**src/rtl/sobol_pkg.sv**
```systemverilog
// Shared definitions for the Sobol sequence generator: DIM encodings and
// the direction-vector construction.
package sobol_pkg;

  localparam int unsigned DIM_VDC    = 0;
  localparam int unsigned DIM_SOBOL2 = 1;
  localparam int unsigned MAX_WIDTH  = 16;

  function automatic int unsigned idx_bits(input int unsigned width);
    return (width > 1) ? $clog2(width) : 1;
  endfunction

  // V[0] is the MSB; each later vector is derived from its predecessor.
  function automatic logic [MAX_WIDTH-1:0] dir_vec(input int unsigned width,
                                                  input int unsigned dim,
                                                  input int unsigned k);
    logic [MAX_WIDTH-1:0] v;
    v = MAX_WIDTH'(1) << (width - 1);
    for (int unsigned i = 1; i <= k; i++) begin
      if (dim == DIM_VDC) v = v >> 1;
      else                v = v ^ (v >> 1);
    end
    return v;
  endfunction

endpackage

```
**src/rtl/sobol_seq_gen_lsz_detect.sv**
```systemverilog
// Least-significant-zero priority encoder with an all-ones flag.
module lsz_detect
  import sobol_pkg::*;
#(
  parameter int unsigned WIDTH = 8
) (
  input  logic [WIDTH-1:0]             value,
  output logic [idx_bits(WIDTH)-1:0]   index,
  output logic                         all_ones
);

  localparam int unsigned IW = idx_bits(WIDTH);

  // Scan from the top down so the lowest zero bit is the last one written.
  always_comb begin
    index = '0;
    for (int unsigned i = WIDTH; i > 0; i--) begin
      if (!value[i-1]) index = IW'(i - 1);
    end
    all_ones = &value;
  end

endmodule

```
**src/rtl/sobol_seq_gen.sv**
```systemverilog
// Gray-code-ordered Sobol / van der Corput sequence generator: one point per
// enabled cycle, idx and rng_out always describe the same point.
module sobol_seq_gen
  import sobol_pkg::*;
#(
  parameter int unsigned WIDTH = 8,
  parameter int unsigned DIM   = 0
) (
  input  logic             clk,
  input  logic             rst,
  input  logic             enable,
  input  logic             clear,
  output logic [WIDTH-1:0] idx,
  output logic [WIDTH-1:0] rng_out,
  output logic             wrap
);

  localparam int unsigned IW = idx_bits(WIDTH);

  logic [WIDTH-1:0] v [WIDTH];
  logic [IW-1:0]    c;
  logic             all_ones;

  always_comb begin
    for (int unsigned k = 0; k < WIDTH; k++) begin
      v[k] = WIDTH'(dir_vec(WIDTH, DIM, k));
    end
  end

  lsz_detect #(
    .WIDTH (WIDTH)
  ) u_lsz (
    .value    (idx),
    .index    (c),
    .all_ones (all_ones)
  );

  // The all-ones step lands on point 0 directly rather than XORing, which
  // keeps the sequence aligned with the index after a wrap.
  always_ff @(posedge clk) begin
    if (rst || clear) begin
      idx     <= '0;
      rng_out <= '0;
      wrap    <= 1'b0;
    end else if (enable) begin
      if (all_ones) begin
        idx     <= '0;
        rng_out <= '0;
        wrap    <= 1'b1;
      end else begin
        idx     <= idx + WIDTH'(1);
        rng_out <= rng_out ^ v[c];
        wrap    <= 1'b0;
      end
    end else begin
      wrap <= 1'b0;
    end
  end

endmodule
```
**config.mk**
```make
export PLATFORM = sky130hd
export DESIGN_NAME = sobol_seq_gen
export DESIGN_NICKNAME = d
export VERILOG_FILES = /design/src/rtl/sobol_pkg.sv /design/src/rtl/sobol_seq_gen_lsz_detect.sv /design/src/rtl/sobol_seq_gen.sv
export SDC_FILE = /design/constraint.sdc
export NUM_CORES = 1
export LEC_CHECK = 0
export ABC_AREA = 1
export CAP_MARGIN = 20
export CORE_AREA = 2 2 46 48
export CTS_BUF_LIST = sky130_fd_sc_hd__clkbuf_16
export DETAILED_ROUTE_END_ITERATION = 12
export DIE_AREA = 0 0 48 50
export PLACE_DENSITY = 0.81
export SETUP_SLACK_MARGIN = 0.15
export SYNTH_ARGS = -nofsm -noshare
export SYNTH_HDL_FRONTEND = slang
export SYNTH_SLANG_ARGS = --single-unit
```
**constraint.sdc**
```tcl
create_clock -name clk -period 1.51 [get_ports clk]
set_input_delay 0.2265 -clock clk [delete_from_list [all_inputs] [get_ports clk]]
set_output_delay 0.2265 -clock clk [all_outputs]
set_load 0.01 [all_outputs]
```
==> flow_summary.ini, run 1 <==
[outcome]
status = finished clean

[floorplan]
die_w_um = 48
die-height_um = 50
die-area_sq_mm = 0.00240
start_util_pct = 43.8
pin_count = 21
fp-row-count = 16
core-area_sq_mm = 0.00190

[synthesis]
syn-num-nets = 127
ys_warn_count = 0
syn_avg_cell_area_sq_um = 6.83
synth_top_area_cell = dfxtp_1
synthCells = 122
ys_ff_latch = 17
yosysTopAreaCellShare_pct = 40.8
ys_seq_area_share_pct = 40.8
synth_cell_type_count = 22
mappedNetlistArea_sq_um = 833
synthTopCellsByArea = dfxtp_1, nand2_1, inv_1, nor2_1, a21oi_1

[power_and_ir_drop]
p_int_uw = 834
power.share.combinational_pct = 7.1
p_clk_share_pct = 51.1
vdd_drop_max_mv = 0.664
switching_share_pct = 22.4
power_switching_uw = 241
p_leak_uw = 0.000668
pwr-share-seq_pct = 41.8
powerDensity_mw_per_mm2 = 767

[finish]
final_util_pct = 73.8
final_cell_mix = nand2_1, inv_1, buf_4, nor2_1, dlygate4sd2_1
layout_commonest_cell = nand2_1
area_growth_pct = 68.3
antennaDiodeCount = 0
drive_gt1_share_pct = 37.2
final_nets = 170
num-fill-cells = 141

[worst_setup_path]
critPathBufInv = 2
path_class = reg -> reg
cp_data_arrival_time_ns = 1.55
cp_max_fo = 5
cp-end-kind = flip-flop
crit_path_cell_trace = ha_4 -> nand2_4 -> nor2_4 -> inv_2 -> nor2_4 -> nand2_2 -> nand2_4 -> inv_4 -> o21ai_1 -> a21oi_1
cp_top_family = simple AND/OR/NAND/NOR gates
cp_slowest_cell = dfxtp_4
cp-start-kind = flip-flop
max_stage_delay_ns = 0.39
worstPathRequired_ns = 1.64

[timing]
hold-worst-slack_ns = 0.491
setup_viol = 0
hold_violations = 0
fin_crit_ns = 1.42
slew_viol_final = 0
slew_headroom_pct = 76.6
clock_skew_ns = 0.00454
fmax_ghz = 0.705
worstMarginPinSlew_ns = 0.350
fin_setup_tns_ns = 0
period_share_pct = 94.0
rsz0062_at_grt = yes

[place]
port-buffer-count = 20
dp_hpwl_mm = 1.50
gp_congestion = 0.891

[clock_tree]
cts.sinks = 17
cts_buffer_depth = 2
cts_hold_buf = 0
numCtsBuffers = 3
clock_latency_ns = 0.25
tritoncts = built
cts_root_buf = clkbuf_16
cts.clk_slew.worst_paths_ns = 0.06
cts_max_level = 1

[global_route]
grt_overflow_total = 0
grt.met3_usage_pct = 3.30
grt_use_total_pct = 19.2
grt_antenna_before_repair = 0
grt_first_pass_wirelength_mm = 3.35
grt-busiest-layer = met2
grt_pass1_vias = 818
grt_use_met2_pct = 32.7
grt_max_degree = 11
grt_use_met1_pct = 22.0

[detailed_routing]
drtAntennaViolNets = 0
vias = 977
drtIter0Drc = 39
drc = 0
wirelength_mm = 2.68
wl_per_cell_um = 14.0
dr.pass1.iters = 4
vias_per_cell = 5.12

[job]
max-cap-violations = 0

[worst_hold_path]
hp-class = reg -> reg
==> synthesized netlist by cell type, drive strengths merged <==
cell type / count
nor2: 17
xor2: 1
a31oi: 1
o21bai: 1
xnor2: 1
nor3: 1
o21ai: 7
nand3: 5
clkinv: 2
a21oi: 9
ha: 1
inv: 22
dfxtp: 17
nand4: 4
nand2: 33
==> per-layer routing <==
layer / up-vias / wire [um]
met5: - / 0
met4: 0 / 116
met3: 14 / 99
met2: 35 / 1420
met1: 461 / 1040
li1: 467 / -
==> worst min-delay path, delay by kind of cell, from the launching register on <==
kind                   cells  cell delay (ns)
buffers and inverters      1             0.07
AOI/OAI and AO/OA          1             0.06
DFF                        1             0.31
==> through the flow <==
stage	power [uW]	cell area, sq um	std cells	setup slack, ns
after global placement	526	1130	177	-0.0120
final	1080	1400	191	0.0908
after CTS	1060	1210	181	0.136
after detailed placement	528	1130	177	-0.0955
after global routing	1100	1400	191	0.0353
after floorplan	495	836	122	0.180
==> state kept, by name, summed over array words and instances, names as in the netlist <==
register,flops
idx,8
rng_out,8
wrap,1
==> cell families (layout without fill, tap and decap cells) <==
kind of cell,Yosys count,count (layout),share of synthesized area (%)
flip-flops,17,17,40.8
AND/OR/NAND/NOR,60,60,33.0
AO/OA/AOI/OAI,18,18,11.7
buffers and inverters,24,66,10.8
adder cells (fa/ha/maj),1,1,1.50
XOR/XNOR,2,2,2.10
==> layout make-up <==
class	count	area (sq um)	area share, %
clock buffer	3	75.1	5.35
sequential	17	363	25.9
multi-input combinational	81	502	35.8
tap	27	33.8	2.41
timing repair inverter	1	7.51	0.535
inverter	24	92.6	6.60
clock inverter	1	5.00	0.357
timing repair buffer	37	324	23.1
==> worst paths after layout <==
path | cells after the start | from | to | slack (ns)
min reg2reg | 2 | rng_out[0] | rng_out[0] | 0.49
min | 2 | rng_out[0] | rng_out[0] | 0.49
max | 10 | idx[1] | idx[7] | 0.09
max reg2reg | 10 | idx[1] | idx[7] | 0.09
==> power groups by stage <==
stage | logic, uW | clock network, uW | registers (uW)
2_1_floorplan | 27.1 | 0 | 468
3_3_place_gp | 60.5 | 0 | 465
3_5_place_dp | 62.8 | 0 | 465
4_1_cts | 62.9 | 538 | 454
5_1_grt | 81.8 | 569 | 450
6_report | 76.7 | 549 | 449
==> repair_timing <==
item,4_1_cts,5_1_grt
buffers inserted,0,9
cloned,0,1
resized for setup,17,40
setup endpoints to repair,19,15
pin swaps,0,9
(Power assumes the default switching activity.)
==> inputs of run 2 (changes only) <==
CTS_BUF_LIST = default   (was sky130_fd_sc_hd__clkbuf_16)
SETUP_SLACK_MARGIN = 0.4   (was 0.15)
==> run 2 against run 1 <==
Compared with the run above: global-route usage rose by 0.71 points; sequential cell count stayed put; via count shrank 4.0%; worst hold slack got worse by 0.025 ns; clock skew shrank 0.0022 ns; core utilization shrank 1.7 points; total power fell by 28%; register-to-register slack better by 0.06 ns; wire length fell by 10%; critical path depth did not move; largest cell class unchanged.
==> flow_summary.ini, run 2 (synthesis gave the netlist of run 1 again) <==
[clock_tree]
cts_buffer_depth = 2
cts_hold_buf = 0
cts_max_level = 1
cts.sinks = 17
numCtsBuffers = 3
cts.clk_slew.worst_paths_ns = 0.10
clock_latency_ns = 0.30
tritoncts = built
cts_root_buf = clkbuf_4

[outcome]
status = finished clean

[worst_setup_path]
cp-end-kind = flip-flop
max_stage_delay_ns = 0.39
crit_path_cell_trace = ha_4 -> nand2_4 -> nor2_4 -> inv_2 -> nor2_4 -> nand2_2 -> nand2_4 -> clkinvlp_4 -> nand2_1 -> nor2_1
cp_max_fo = 5
cp-start-kind = flip-flop
worstPathRequired_ns = 1.71
path_class = reg -> reg
cp_slowest_cell = dfxtp_4
cp_data_arrival_time_ns = 1.56

[power_and_ir_drop]
vdd_drop_max_mv = 0.373
power_switching_uw = 191
power.share.combinational_pct = 10.2
p_int_uw = 585
powerDensity_mw_per_mm2 = 566
p_leak_uw = 0.000602
switching_share_pct = 24.6
pwr-share-seq_pct = 57.8
p_clk_share_pct = 32.1

[global_route]
grt_use_total_pct = 20.0
grt_antenna_before_repair = 0
grt_overflow_total = 0
grt_first_pass_wirelength_mm = 3.38
grt_max_degree = 10
grt_pass1_vias = 860

[detailed_routing]
dr.pass1.iters = 4
drtIter0Drc = 10
drtAntennaViolNets = 0
vias_per_cell = 4.81
vias = 938
drc = 0
wl_per_cell_um = 12.3
wirelength_mm = 2.40

[place]
dp_hpwl_mm = 1.46
port-buffer-count = 20
gp_congestion = 0.834
dp_cells = 174
dp_worst_setup_slack_ns = -0.105

[floorplan]
start_util_pct = 43.8
fp-row-count = 16
pin_count = 21
die_w_um = 48
core-area_sq_mm = 0.00190
die-area_sq_mm = 0.00240
die-height_um = 50

[finish]
final_nets = 174
area_growth_pct = 64.4
layout_commonest_cell = nand2_1
top_regs = idx (8), rng_out (8), wrap (1)
stdcell_count = 195
drive_gt1_share_pct = 53.6
final_cell_mix = nand2_1, buf_4, inv_1, nor2_1, nand2_2
antennaDiodeCount = 0

[timing]
worstMarginPinSlew_ns = 0.325
clock_skew_ns = 0.00232
period_share_pct = 89.9
fmax_ghz = 0.737
fin_crit_ns = 1.36
fin_setup_tns_ns = 0
hold_violations = 0
slew_viol_final = 0
finalWorstSetupSlack_ns = 0.153
setup_viol = 0
slew_headroom_pct = 78.2
rsz0062_at_grt = yes

[worst_hold_path]
hp-class = reg -> reg

[job]
max-cap-violations = 0
==> run 2: timing repair <==
item                       in CTS  in global routing
cloned                          0                  1
gates resized for setup        58                 53
pin swaps                       4                  8
setup buffers                   8                  8
setup endpoints to repair      31                 31
==> run 2: critical path: cells and delay by family, from the launching register on <==
kind          cells  cell delay, ns
buf+inv           2            0.18
flops             1            0.39
simple gates      7            0.55
fa+ha+maj         1            0.16
==> run 2: final timing paths <==
check,endpoint,slack (ns),startpoint,cells after the start
max,rng_out[3],0.15,idx[1],10
min reg2reg,idx[7],0.47,idx[7],1
min,idx[7],0.47,idx[7],1
max reg2reg,rng_out[3],0.15,idx[1],10
==> run 2: layer usage <==
| layer | track usage [%] | wire length, um |
|---|---|---|
| met1 | 20.5 | 894 |
| met2 | 35.6 | 1340 |
| met3 | 3.66 | 104 |
| met4 | 10.4 | 57 |
| met5 | 0 | 0 |
==> run 2: power by group through the flow <==
stage                     registers (uW)  clock network, uW  logic [uW]
after floorplan                      466                  0        27.6
after global placement               466                  0        57.4
after detailed placement             466                  0        59.6
after CTS                            454                252        65.6
after global routing                 449                275        87.1
final                                448                249        78.9
==> run 2: area by class of cell <==
| class | instances | area [sq um] |
|---|---|---|
| Clock buffer | 4 | 26.3 |
| Fill cell | 158 | 532 |
| Inverter | 24 | 92.6 |
| Multi-Input combinational cell | 81 | 532 |
| Sequential cell | 17 | 367 |
| Tap cell | 27 | 33.8 |
| Timing Repair Buffer | 41 | 312 |
| Timing Repair inverter | 1 | 7.51 |
==> run 2: metrics by stage <==
stage / cell area, sq um / hold WS, ns / util, % / total power [uW]
CTS: 1240 / 0.474 / 65.3 / 771
detailed placement: 1130 / 0.460 / 59.5 / 525
floorplan: 860 / 0.355 / - / 494
global placement: 1130 / 0.452 / 59.5 / 523
global route: 1370 / 0.485 / 72.0 / 811
finish: 1370 / 0.466 / 72.0 / 776
